### config.mk
export PLATFORM = sky130hd
export DESIGN_NAME = serial_add_unit
export DESIGN_NICKNAME = d
export VERILOG_FILES = /design/src/rtl/serial_arith_pkg.sv /design/src/rtl/fa_cell.sv /design/src/rtl/serial_add_unit.sv
export SDC_FILE = /design/constraint.sdc
export NUM_CORES = 1
export LEC_CHECK = 0
export ABC_AREA = 1
export BUFFER_PORTS_ARGS = -buffer_cell sky130_fd_sc_hd__buf_2
export CORE_MARGIN = 10
export CORE_UTILIZATION = 53
export DETAILED_ROUTE_END_ITERATION = 16
export PLACE_DENSITY_LB_ADDON = 0.08
export SYNTH_ARGS = -nofsm -noshare
export SYNTH_HDL_FRONTEND = slang
export SYNTH_SLANG_ARGS = --single-unit
### constraint.sdc
create_clock -name clk -period 1.7 [get_ports clk]
set_clock_uncertainty 0.1 [all_clocks]
set_input_delay 0.17 -clock clk [delete_from_list [all_inputs] [get_ports clk]]
set_output_delay 0.17 -clock clk [all_outputs]
set_load 0.01 [all_outputs]
### src/rtl/serial_arith_pkg.sv
// Shared definitions for the bit-serial arithmetic blocks: FSM state
// encoding and the bit-counter width.
package serial_arith_pkg;

  typedef enum logic [1:0] {
    IDLE = 2'd0,
    RUN  = 2'd1,
    DONE = 2'd2
  } state_t;

  localparam int DEFAULT_WIDTH = 4;

  // The counter must be able to hold WIDTH itself, hence WIDTH+1.
  function automatic int cnt_w(input int width);
    return $clog2(width + 1);
  endfunction

  localparam int CNT_W = cnt_w(DEFAULT_WIDTH);

endpackage

### src/rtl/fa_cell.sv
// One-bit full adder used as the serial datapath of serial_add_unit.
module fa_cell (
  input  logic a,
  input  logic b,
  input  logic cin,
  output logic sum,
  output logic carry
);

  assign sum   = a ^ b ^ cin;
  assign carry = (a & b) | (cin & (a ^ b));

endmodule

### src/rtl/serial_add_unit.sv
// Bit-serial unsigned adder: latches a and b on start, adds one bit per
// cycle LSB first, and presents the WIDTH+1 bit sum with a done pulse.
module serial_add_unit
  import serial_arith_pkg::*;
#(
  parameter int WIDTH = 4
) (
  input  logic             clk,
  input  logic             rst,
  input  logic             start,
  input  logic [WIDTH-1:0] a,
  input  logic [WIDTH-1:0] b,
  output logic             busy,
  output logic             done,
  output logic [WIDTH:0]   f
);

  localparam int CW = cnt_w(WIDTH);
  localparam logic [CW-1:0] LAST_BIT = CW'(WIDTH - 1);

  state_t          state;
  logic [WIDTH-1:0] sa;
  logic [WIDTH-1:0] sb;
  logic [WIDTH-1:0] res;
  logic             carry;
  logic [CW-1:0]    cnt;
  logic             sum_bit;
  logic             carry_out;

  fa_cell u_fa (
    .a    (sa[0]),
    .b    (sb[0]),
    .cin  (carry),
    .sum  (sum_bit),
    .carry(carry_out)
  );

  // NOTE: all state uses non-blocking assignments so every flop samples
  // the pre-edge values, e.g. f below sees res before this edge's shift.
  always_ff @(posedge clk) begin
    if (rst) begin
      state <= IDLE;
      busy  <= 1'b0;
      done  <= 1'b0;
      f     <= '0;
      sa    <= '0;
      sb    <= '0;
      res   <= '0;
      carry <= 1'b0;
      cnt   <= '0;
    end else begin
      case (state)
        IDLE, DONE: begin
          if (start) begin
            sa    <= a;
            sb    <= b;
            res   <= '0;
            carry <= 1'b0;
            cnt   <= '0;
            state <= RUN;
            busy  <= 1'b1;
          end else begin
            state <= IDLE;
            busy  <= 1'b0;
          end
          done <= 1'b0;
        end
        RUN: begin
          res   <= {sum_bit, res[WIDTH-1:1]};
          carry <= carry_out;
          sa    <= sa >> 1;
          sb    <= sb >> 1;
          cnt   <= cnt + 1'b1;
          // On the last bit the fresh sum bit and carry bypass res/carry.
          if (cnt == LAST_BIT) begin
            f     <= {carry_out, sum_bit, res[WIDTH-1:1]};
            state <= DONE;
            busy  <= 1'b0;
            done  <= 1'b1;
          end
        end
        default: begin
          state <= IDLE;
          busy  <= 1'b0;
          done  <= 1'b0;
        end
      endcase
    end
  end

endmodule
==> results.sh <==
export IMPL_synth_avg_cell_area_um2=7.941
export IMPL_grt_use_total_pct=10.04
export IMPL_max_freq_mhz=714.3
export IMPL_nets=163
export IMPL_arrival_ns=1.54
export IMPL_ys_seq_area_share_pct=45.66
export IMPL_cts_tree="built"
export IMPL_critPathBufInv=4
export IMPL_grt_pass1_wl_um=3298
export IMPL_setup_ws_ns=0.3000
export IMPL_ys_ff_latch=23
export IMPL_synth_cells=127
export IMPL_detailed_place_hpwl_um=1476
export IMPL_routed_wl_um=1915
export IMPL_clockBufferDepth=2
export IMPL_ys_warn_count=0
export IMPL_rsz0062_at_grt="no"
export IMPL_syn_to_final_growth_pct=14.89
export IMPL_fin_crit_sh_pct=82.35
export IMPL_vias_per_cell=4.838
export IMPL_antenna_found_initial=0
export IMPL_final_common_cell="nand2_1"
export IMPL_die_area_um2=4048
export IMPL_drt_pass1_iterations=4
export IMPL_grt_max_degree=16
export IMPL_synth_distinct_cells=22
export IMPL_num_vias=837
export IMPL_seq_area_um2=460.4
export IMPL_cp_end_kind="flop"
export IMPL_ant_nets=0
export IMPL_min_period_ns=1.400
export IMPL_slew_viol_final=0
export IMPL_peakVddDrop_mv=0.5525
export IMPL_worst_slew_pin_slew_ns=0.3551
export IMPL_p_per_area_nw_per_um2=883.9
export IMPL_dp_slack_ns=0.3993
export IMPL_cts_clk_slew_worst_paths_ns=0.12
export IMPL_r2r_slack_ns=0.38
export IMPL_hold_path_class="primary input to flop"
export IMPL_dieWidth_um=63.62
export IMPL_io_buffers=17
export IMPL_synth_net_count=141
export IMPL_coreArea_um2=1764
export IMPL_antenna_cells=0
export IMPL_clkLatencyLatePin_ns=0.31
export IMPL_finalHoldViolations=0
export IMPL_place_inst=167
export IMPL_nFillCells=166
export IMPL_slew_headroom_pct=76.30
export IMPL_numClockSinks=23
export IMPL_synth_largest_area_cell="dfxtp_1"
export IMPL_drc=0
export IMPL_grt_ovfl_total=0
export IMPL_start_util_pct=57.16
export IMPL_p_leak_nw=0.5240
export IMPL_drive_above_1_share_pct=20.27
export IMPL_multiInputGateArea_um2=457.9
export IMPL_drtIter0Drc=21
export IMPL_synth_top_area_share_pct=45.66
export IMPL_gp_congestion=0.7852
export IMPL_slowest_stage="dlygate4sd3_1"
export IMPL_critical_path_peak_fanout=11
export IMPL_wl_per_cell_um=11.07
export IMPL_cp_cell_sequence="dlygate4sd3_1 > buf_2 > inv_1 > buf_4 > nand2_1 > o22ai_1"
export IMPL_synth_area_top_cells="dfxtp_1 (46%), nand2_1 (9.3%), nand3_1 (6.9%), inv_1 (5.6%), nor2_1 (5.6%)"
export IMPL_numCtsBuffers=3
export IMPL_status="completed"
export IMPL_final_cells=173
export IMPL_required_ns=1.84
export IMPL_postCtsSetupRepairBufs=0
export IMPL_tns_ns=0
export IMPL_maxCapViolations=0
export IMPL_crit_type="primary input to flop"
export IMPL_rows=15
export IMPL_setup_viol=0
export IMPL_most_common_layout_cells="nand2_1 (25), dfxtp_1 (23), buf_2 (17)"
export IMPL_io_pins=18
export IMPL_setup_worst_path_start_class="primary input"
export IMPL_die_height_um=63.62
export IMPL_cp_slowest_stage_delay_ns=0.53
export IMPL_syn_cell_area_um2=1008
export IMPL_clockRootBuffer="clkbuf_4"
export IMPL_cp_top_family="buffers and inverters"
export IMPL_grt_pass1_vias=776
export IMPL_cts_max_level=1
==> synth_stat cells <==
cell      instances
o21ai_1           2
fa_1              1
buf_6             1
buf_4             1
nand2_8           1
nand2_2           2
ha_1              2
dfxtp_1          23
o22ai_1           7
inv_1            15
clkbuf_1          1
o21ai_0           5
nand3_1          14
nor2_4            1
nand2_1          25
a21oi_1           3
nand3b_1          3
inv_4             1
nor2_1           15
nand2_4           2
buf_2             1
nand3_2           1
==> registers in the layout, indices dropped and copies added, names as in the netlist <==
name / flops
busy: 1
carry: 1
cnt: 3
done: 1
f: 5
res: 3
sa: 4
sb: 4
state: 1
==> worst min-delay path: stages <==
cell     delay, ns
buf_2         0.09
inv_1         0.04
o22ai_1       0.07
==> logic make-up after synthesis <==
logic type / share of synthesized area (%)
buffers and inverters: 8.932
flip-flops: 45.66
AO/OA/AOI/OAI: 9.304
adder cells (fa/ha/maj): 4.466
AND/OR/NAND/NOR: 31.64
==> routing by layer <==
layer / wire length, um / global-route usage (%)
met4: 40 / 5.738
met5: 0 / 0
met1: 918 / 11.12
met3: 76 / 3.357
met2: 880 / 16.33
==> timing repair <==
action                     CTS  global route
hold endpoints to repair     2             1
hold buffers                 1             1
setup endpoints to repair    0             0
resized for setup            0             0
==> where the power goes <==
| group | switching, mW | internal, mW |
|---|---|---|
| Clock | 0.155 | 0.0917 |
| Combinational | 0.112 | 0.0727 |
| Sequential | 0.0211 | 0.571 |
==> per-stage QoR <==
step / instance area [um2] / hold slack [ns] / power [mW] / utilization [%]
2_1_floorplan: 1008 / 0.1391 / 0.7479 / -
3_3_place_gp: 1112 / 0.2685 / 0.7830 / 63.05
3_5_place_dp: 1112 / 0.2595 / 0.7867 / 63.05
4_1_cts: 1149 / 0.0003763 / 1.032 / 65.11
5_1_grt: 1159 / 0.02248 / 1.092 / 65.67
6_report: 1159 / 0.0003788 / 1.024 / 65.67
==> final timing paths <==
path           from      to  cells after the start
min reg2reg  cnt[0]  cnt[0]                      1
max             rst  res[2]                      6
min            b[3]   sb[3]                      3
max reg2reg    busy    f[3]                      5
==> cell type report <==
class	count	share of cell area, %
timing repair buffer	21	10.37
sequential	23	39.74
inverter	16	5.400
clock buffer	4	2.268
multi-input combinational	84	39.52
tap	25	2.700
(Power assumes the default switching activity.)
